### config.mk
export PLATFORM = sky130hd
export DESIGN_NAME = mem_port_arbiter_flat
export DESIGN_NICKNAME = d
export VERILOG_FILES = /design/src/rtl/mem_port_if.sv /design/src/rtl/mem_port_arbiter.sv /design/src/flat_wrapper.sv
export SDC_FILE = /design/constraint.sdc
export NUM_CORES = 1
export LEC_CHECK = 0
export CORE_ASPECT_RATIO = 1.1
export CORE_UTILIZATION = 20
export DETAILED_ROUTE_END_ITERATION = 7
export PLACE_DENSITY_LB_ADDON = 0.15
export SYNTH_ARGS = -nofsm -noshare
export SYNTH_HDL_FRONTEND = slang
export SYNTH_SLANG_ARGS = --single-unit
### constraint.sdc
create_clock -name clk -period 1.7 [get_ports clk]
set_clock_uncertainty 0.15 [all_clocks]
set_input_delay 0.425 -clock clk [delete_from_list [all_inputs] [get_ports clk]]
set_output_delay 0.425 -clock clk [all_outputs]
set_load 0.005 [all_outputs]
### src/rtl/mem_port_if.sv
// Request/response channel between one master and the memory port arbiter.
// Handshake: a transfer happens on a rising clk edge where valid && ready.
// The master holds valid, we, addr and wdata stable until that edge, and
// valid never depends on ready. rsp_valid is a one-cycle strobe with no
// back-pressure.
interface mem_port_if #(
  parameter int ADDR_WIDTH = 4,
  parameter int DATA_WIDTH = 8
);
  logic                  valid;
  logic                  ready;
  logic                  we;
  logic [ADDR_WIDTH-1:0] addr;
  logic [DATA_WIDTH-1:0] wdata;
  logic                  rsp_valid;
  logic [DATA_WIDTH-1:0] rsp_rdata;

  modport master (
    output valid, we, addr, wdata,
    input  ready, rsp_valid, rsp_rdata
  );

  modport slave (
    input  valid, we, addr, wdata,
    output ready, rsp_valid, rsp_rdata
  );
endinterface

### src/rtl/mem_port_arbiter.sv
// Two-master arbiter in front of a single-port synchronous memory
// (registered read data). Round-robin or fixed priority, one access per cycle.
module mem_port_arbiter #(
  parameter int ADDR_WIDTH = 4,
  parameter int DATA_WIDTH = 8,
  parameter int FIXED_PRIO = 0
) (
  input  logic                  clk,
  input  logic                  rst_n,
  mem_port_if.slave             req0,
  mem_port_if.slave             req1,
  output logic [ADDR_WIDTH-1:0] mem_addr,
  output logic                  mem_wr_enb,
  output logic [DATA_WIDTH-1:0] mem_wr_data,
  input  logic [DATA_WIDTH-1:0] mem_rd_data,
  output logic                  o_dbg_last_grant,
  output logic                  o_dbg_pend_valid,
  output logic                  o_dbg_pend_owner
);

  logic r_last_grant;
  logic r_pend_valid;
  logic r_pend_owner;

  logic w_grant0;
  logic w_grant1;
  logic w_xfer;
  logic w_rd_accept;

  // r_last_grant = 1 means requester 1 won last, so requester 0 wins a tie.
  always_comb begin
    w_grant0 = 1'b0;
    w_grant1 = 1'b0;
    if (rst_n) begin
      if (req0.valid && req1.valid) begin
        if ((FIXED_PRIO != 0) || r_last_grant) begin
          w_grant0 = 1'b1;
        end else begin
          w_grant1 = 1'b1;
        end
      end else begin
        w_grant0 = req0.valid;
        w_grant1 = req1.valid;
      end
    end
  end

  assign req0.ready  = w_grant0;
  assign req1.ready  = w_grant1;
  assign w_xfer      = w_grant0 | w_grant1;
  assign w_rd_accept = w_xfer & ~mem_wr_enb;

  always_comb begin
    mem_addr    = '0;
    mem_wr_enb  = 1'b0;
    mem_wr_data = '0;
    if (w_grant0) begin
      mem_addr    = req0.addr;
      mem_wr_enb  = req0.we;
      mem_wr_data = req0.wdata;
    end else if (w_grant1) begin
      mem_addr    = req1.addr;
      mem_wr_enb  = req1.we;
      mem_wr_data = req1.wdata;
    end
  end

  always_ff @(posedge clk) begin
    if (!rst_n) begin
      r_last_grant <= 1'b1;
      r_pend_valid <= 1'b0;
      r_pend_owner <= 1'b0;
    end else begin
      if (w_xfer) begin
        r_last_grant <= w_grant1;
      end
      r_pend_valid <= w_rd_accept;
      if (w_rd_accept) begin
        r_pend_owner <= w_grant1;
      end
    end
  end

  // Gating with rst_n drops a response whose read was accepted just before reset.
  assign req0.rsp_valid = rst_n & r_pend_valid & ~r_pend_owner;
  assign req1.rsp_valid = rst_n & r_pend_valid &  r_pend_owner;
  assign req0.rsp_rdata = req0.rsp_valid ? mem_rd_data : '0;
  assign req1.rsp_rdata = req1.rsp_valid ? mem_rd_data : '0;

  assign o_dbg_last_grant = r_last_grant;
  assign o_dbg_pend_valid = r_pend_valid;
  assign o_dbg_pend_owner = r_pend_owner;

  a_grant_onehot : assert property (@(posedge clk) !(w_grant0 && w_grant1));

  a_req0_hold : assert property (@(posedge clk) disable iff (!rst_n)
    (req0.valid && !req0.ready) |=>
      (req0.valid && $stable(req0.we) && $stable(req0.addr) && $stable(req0.wdata)));

  a_req1_hold : assert property (@(posedge clk) disable iff (!rst_n)
    (req1.valid && !req1.ready) |=>
      (req1.valid && $stable(req1.we) && $stable(req1.addr) && $stable(req1.wdata)));

endmodule

### src/flat_wrapper.sv
// flat-port wrapper written by rule: the top's interface ports become plain ports
module mem_port_arbiter_flat 
#(
  parameter int ADDR_WIDTH = 4,
  parameter int DATA_WIDTH = 8,
  parameter int FIXED_PRIO = 0
)
  (clk, rst_n, mem_addr, mem_wr_enb, mem_wr_data, mem_rd_data, o_dbg_last_grant, o_dbg_pend_valid, o_dbg_pend_owner, req0_valid, req0_we, req0_addr, req0_wdata, req0_ready, req0_rsp_valid, req0_rsp_rdata, req1_valid, req1_we, req1_addr, req1_wdata, req1_ready, req1_rsp_valid, req1_rsp_rdata);
  mem_port_if #(.ADDR_WIDTH(ADDR_WIDTH), .DATA_WIDTH(DATA_WIDTH)) req0_i ();
  mem_port_if #(.ADDR_WIDTH(ADDR_WIDTH), .DATA_WIDTH(DATA_WIDTH)) req1_i ();
  input  logic clk;
  input  logic rst_n;
  output logic [ADDR_WIDTH-1:0] mem_addr;
  output logic mem_wr_enb;
  output logic [DATA_WIDTH-1:0] mem_wr_data;
  input  logic [DATA_WIDTH-1:0] mem_rd_data;
  output logic o_dbg_last_grant;
  output logic o_dbg_pend_valid;
  output logic o_dbg_pend_owner;
  input wire logic [$bits(req0_i.valid)-1:0] req0_valid;
  input wire logic [$bits(req0_i.we)-1:0] req0_we;
  input wire logic [$bits(req0_i.addr)-1:0] req0_addr;
  input wire logic [$bits(req0_i.wdata)-1:0] req0_wdata;
  output wire logic [$bits(req0_i.ready)-1:0] req0_ready;
  output wire logic [$bits(req0_i.rsp_valid)-1:0] req0_rsp_valid;
  output wire logic [$bits(req0_i.rsp_rdata)-1:0] req0_rsp_rdata;
  input wire logic [$bits(req1_i.valid)-1:0] req1_valid;
  input wire logic [$bits(req1_i.we)-1:0] req1_we;
  input wire logic [$bits(req1_i.addr)-1:0] req1_addr;
  input wire logic [$bits(req1_i.wdata)-1:0] req1_wdata;
  output wire logic [$bits(req1_i.ready)-1:0] req1_ready;
  output wire logic [$bits(req1_i.rsp_valid)-1:0] req1_rsp_valid;
  output wire logic [$bits(req1_i.rsp_rdata)-1:0] req1_rsp_rdata;
  assign req0_i.valid = req0_valid;
  assign req0_i.we = req0_we;
  assign req0_i.addr = req0_addr;
  assign req0_i.wdata = req0_wdata;
  assign req0_ready = req0_i.ready;
  assign req0_rsp_valid = req0_i.rsp_valid;
  assign req0_rsp_rdata = req0_i.rsp_rdata;
  assign req1_i.valid = req1_valid;
  assign req1_i.we = req1_we;
  assign req1_i.addr = req1_addr;
  assign req1_i.wdata = req1_wdata;
  assign req1_ready = req1_i.ready;
  assign req1_rsp_valid = req1_i.rsp_valid;
  assign req1_rsp_rdata = req1_i.rsp_rdata;
  mem_port_arbiter #(.ADDR_WIDTH(ADDR_WIDTH), .DATA_WIDTH(DATA_WIDTH), .FIXED_PRIO(FIXED_PRIO)) u_core (.clk(clk), .rst_n(rst_n), .req0(req0_i), .req1(req1_i), .mem_addr(mem_addr), .mem_wr_enb(mem_wr_enb), .mem_wr_data(mem_wr_data), .mem_rd_data(mem_rd_data), .o_dbg_last_grant(o_dbg_last_grant), .o_dbg_pend_valid(o_dbg_pend_valid), .o_dbg_pend_owner(o_dbg_pend_owner));
endmodule
==> results.json, run 1 <==
{
  "area_growth_pct": 229,
  "viasPerCell": 4.62,
  "syn_avg_cell_area_um2": 8.04,
  "p_leak_uw": 0.000701,
  "wire_per_inst_um": 16.5,
  "slowest_stage": "dfxtp_2",
  "power_frac_clock_pct": 27.6,
  "fin_cells": 172,
  "worst_pin_slew_ns": 0.171,
  "holdPathStages": 3,
  "drv_slew": 0,
  "path_delay_family": "buffers and inverters",
  "r2r_slack_ns": 0.36,
  "post-route-util_pct": 73.9,
  "grt_pass1_vias": 818,
  "dr_wl_met2_um": 1650,
  "cts.sinks": 3,
  "ant_nets": 0,
  "vias": 794,
  "start_util_pct": 22.4,
  "hold_viol": 0,
  "fin_crit_sh_pct": 109,
  "yosysUniqueCellTypes": 18,
  "cts_htree_levels": 1,
  "final_common_cell": "clkdlybuf4s50_1",
  "pre_cts_slack_ns": -0.862,
  "fin_area_mm2": 0.00138,
  "combinationalPowerShare_pct": 54.6,
  "die_y_um": 49.9,
  "ys_ff_latch": 3,
  "intPower_uw": 329,
  "multi_input_area_um2": 392,
  "wl_met3_um": 229,
  "rows": 16,
  "fill_cells": 145,
  "r2r-end": "u_core.o_dbg_pend_owner",
  "drt-initial-drc-count": 6,
  "critPathArrivalTime_ns": 1.28,
  "seq_power_share_pct": 17.9,
  "slew_headroom_pct": 88.5,
  "drc": 0,
  "fmax_mhz": 538,
  "place_congestion": 0.675,
  "grt_max_degree": 8,
  "fin_ws_ns": -0.158,
  "p_switching_uw": 123,
  "cts_root_buf": "clkbuf_4",
  "diodes": 0,
  "clockBufferDepth": 2,
  "switching_share_pct": 27.3,
  "hold_path_end": "u_core.o_dbg_last_grant",
  "timing.rr.start": "u_core.o_dbg_last_grant",
  "fin_nets": 184,
  "ir_worst_vdd_v": 0.000480,
  "placed_area_mm2": 0.00122,
  "seqCellArea_um2": 66.3,
  "clk_pin_slew_ns": 0.04,
  "dpl.hpwl_um": 1720,
  "status": "finished with violations",
  "dp_cells": 158,
  "grt_antenna_before_repair": 0,
  "syn-num-nets": 90,
  "yosysSeqAreaShare_pct": 14.4,
  "syn_inst": 52,
  "grt_pass1_wl_um": 3910,
  "cts_inserted_buffers": 3,
  "holdCritStartpoint": "rst_n",
  "cp.required_ns": 1.12,
  "final_cell_mix": "29 x clkdlybuf4s50_1, 27 x buf_6, 16 x and2_4, 13 x a22o_1, 11 x clkbuf_2",
  "cts_tree": "done",
  "drt-met1-wl_um": 860,
  "holdBufCountCts": 0,
  "cp_num_buf_inv": 4,
  "num_io_pins": 74,
  "top_layer": "met4",
  "period_needed_ns": 1.86,
  "wl_um": 2830,
  "yosysWarnings": 0,
  "hold_class": "in2reg",
  "power_density_mw_per_mm2": 329,
  "die_w_um": 45.6,
  "timing.hold.ws_ns": 0.343,
  "die-area_mm2": 0.00228,
  "worstPathMaxFanout": 3,
  "setup_viol": 28,
  "rsz0062_at_grt": "yes",
  "r2r_cells": 5,
  "path_class": "reg2out",
  "slowest_delay_ns": 0.32,
  "path_cells": "nand2_2, nor2_4, buf_6, buf_6, buf_6, and2_4, buf_6",
  "violations": "negative setup slack",
  "syn-cell-area_um2": 418,
  "cap_violations": 0,
  "crit_path_start_kind": "register",
  "drive_gt1_share_pct": 59.3,
  "drt-pass1-iter-count": 4,
  "cpMostUsedCell": "buf_6",
  "grt_overflow_total": 0,
  "grt.total_usage_pct": 24.5,
  "core_mm2": 0.00186,
  "io_buffer_count": 73,
  "clock_latency_ns": 0.23,
  "worstSetupEndpointType": "output pin"
}
-- cell families (layout without fill, tap and decap cells) --
group | Yosys count | after routing | share of synthesized area (%)
AO/OA/AOI/OAI | 16 | 16 | 32.3
flip-flops | 3 | 3 | 14.4
AND/OR/NAND/NOR | 27 | 29 | 39.8
buffers and inverters | 6 | 97 | 13.5
-- cell type report --
| type | count | area share [%] |
|---|---|---|
| sequential | 3 | 4.82 |
| timing repair buffer | 92 | 62.1 |
| clock buffer | 4 | 1.91 |
| tap | 27 | 2.46 |
| inverter | 1 | 0.273 |
| multi-input combinational | 45 | 28.5 |
-- worst max-delay path by stage --
| stage | startpoint | end | slack [ns] | cells past startpoint |
|---|---|---|---|---|
| 2_1_floorplan | req0_valid | mem_addr[1] | 0.008 | 5 |
| 3_3_place_gp | rst_n | req1_rsp_rdata[1] | -0.83 | 4 |
| 3_5_place_dp | rst_n | req1_rsp_rdata[3] | -0.86 | 4 |
| 4_1_cts | u_core.o_dbg_last_grant | mem_wr_data[5] | -0.18 | 4 |
| 5_1_grt | u_core.o_dbg_pend_valid | req0_rsp_rdata[0] | -0.21 | 7 |
| 6_report | u_core.o_dbg_pend_valid | req0_rsp_rdata[0] | -0.16 | 7 |
-- synthesized netlist by cell type --
library cell	number	area share, %
o21ai_0	1	1.2
clkbuf_1	1	0.90
a31o_2	1	2.1
and3_1	3	4.5
nand3_1	1	1.2
buf_8	1	3.6
nand2_2	1	1.5
nand2_1	2	1.8
buf_6	3	8.1
dfxtp_1	3	14
a21boi_1	1	1.8
a22o_1	13	27
inv_1	1	0.90
nor2_1	1	0.90
nand3b_1	1	1.8
and3_4	1	2.7
nand2b_1	1	1.5
and2_1	16	24
-- what timing repair did --
action	in CTS	in global routing
cloned	2	0
pin swaps	19	14
endpoints found under the setup margin	36	31
gates resized for setup	168	28
setup buffers	9	0
-- per-layer routing --
layer	vias up	GRT usage, %
li1	379	-
met1	365	21.5
met2	42	47.9
met3	8	4.40
met4	0	14.1
met5	-	0
-- sequential cells by signal (all words and copies together), names as in the netlist --
register and flops:
u_core.o_dbg_pend_valid 1, u_core.o_dbg_pend_owner 1, u_core.o_dbg_last_grant 1
-- through the flow --
| stage | TNS [ns] | power (uW) |
|---|---|---|
| after global placement | -26.08 | 315 |
| after floorplan | 0 | 144 |
| after CTS | -2.65 | 459 |
| after global routing | -3.05 | 477 |
| final | -1.98 | 453 |
| after detailed placement | -27.01 | 320 |
-- power groups by stage --
| stage | registers, uW | clock network (uW) | logic [uW] |
|---|---|---|---|
| after floorplan | 80.2 | 0 | 63.6 |
| after global placement | 79.7 | 0 | 235 |
| after detailed placement | 80.2 | 0 | 240 |
| after CTS | 80.5 | 133 | 245 |
| after global routing | 81.2 | 135 | 261 |
| final | 80.9 | 125 | 247 |
-- worst min-delay path: stages --
cell	delay, ns
buf_6	0.11
buf_4	0.12
nand2_1	0.04
(Power assumes the default switching activity.)
==> run 2: changes to the inputs <==
--- a/config.mk
+++ b/config.mk
@@ -5,6 +5,7 @@
 export SDC_FILE = /design/constraint.sdc
 export NUM_CORES = 1
 export LEC_CHECK = 0
+export ABC_CLOCK_PERIOD_IN_PS = 1700
 export CORE_ASPECT_RATIO = 1.1
 export CORE_UTILIZATION = 20
 export DETAILED_ROUTE_END_ITERATION = 7
==> results of run 2 <==
No change in the layout: final DEF, timing and power equal those of run 1.
==> run 3: changes to the inputs <==
--- a/config.mk
+++ b/config.mk
@@ -5,7 +5,6 @@
 export SDC_FILE = /design/constraint.sdc
 export NUM_CORES = 1
 export LEC_CHECK = 0
-export ABC_CLOCK_PERIOD_IN_PS = 1700
 export CORE_ASPECT_RATIO = 1.1
 export CORE_UTILIZATION = 20
 export DETAILED_ROUTE_END_ITERATION = 7
==> results of run 3 <==
No change in the layout: final DEF, timing and power equal those of run 1.
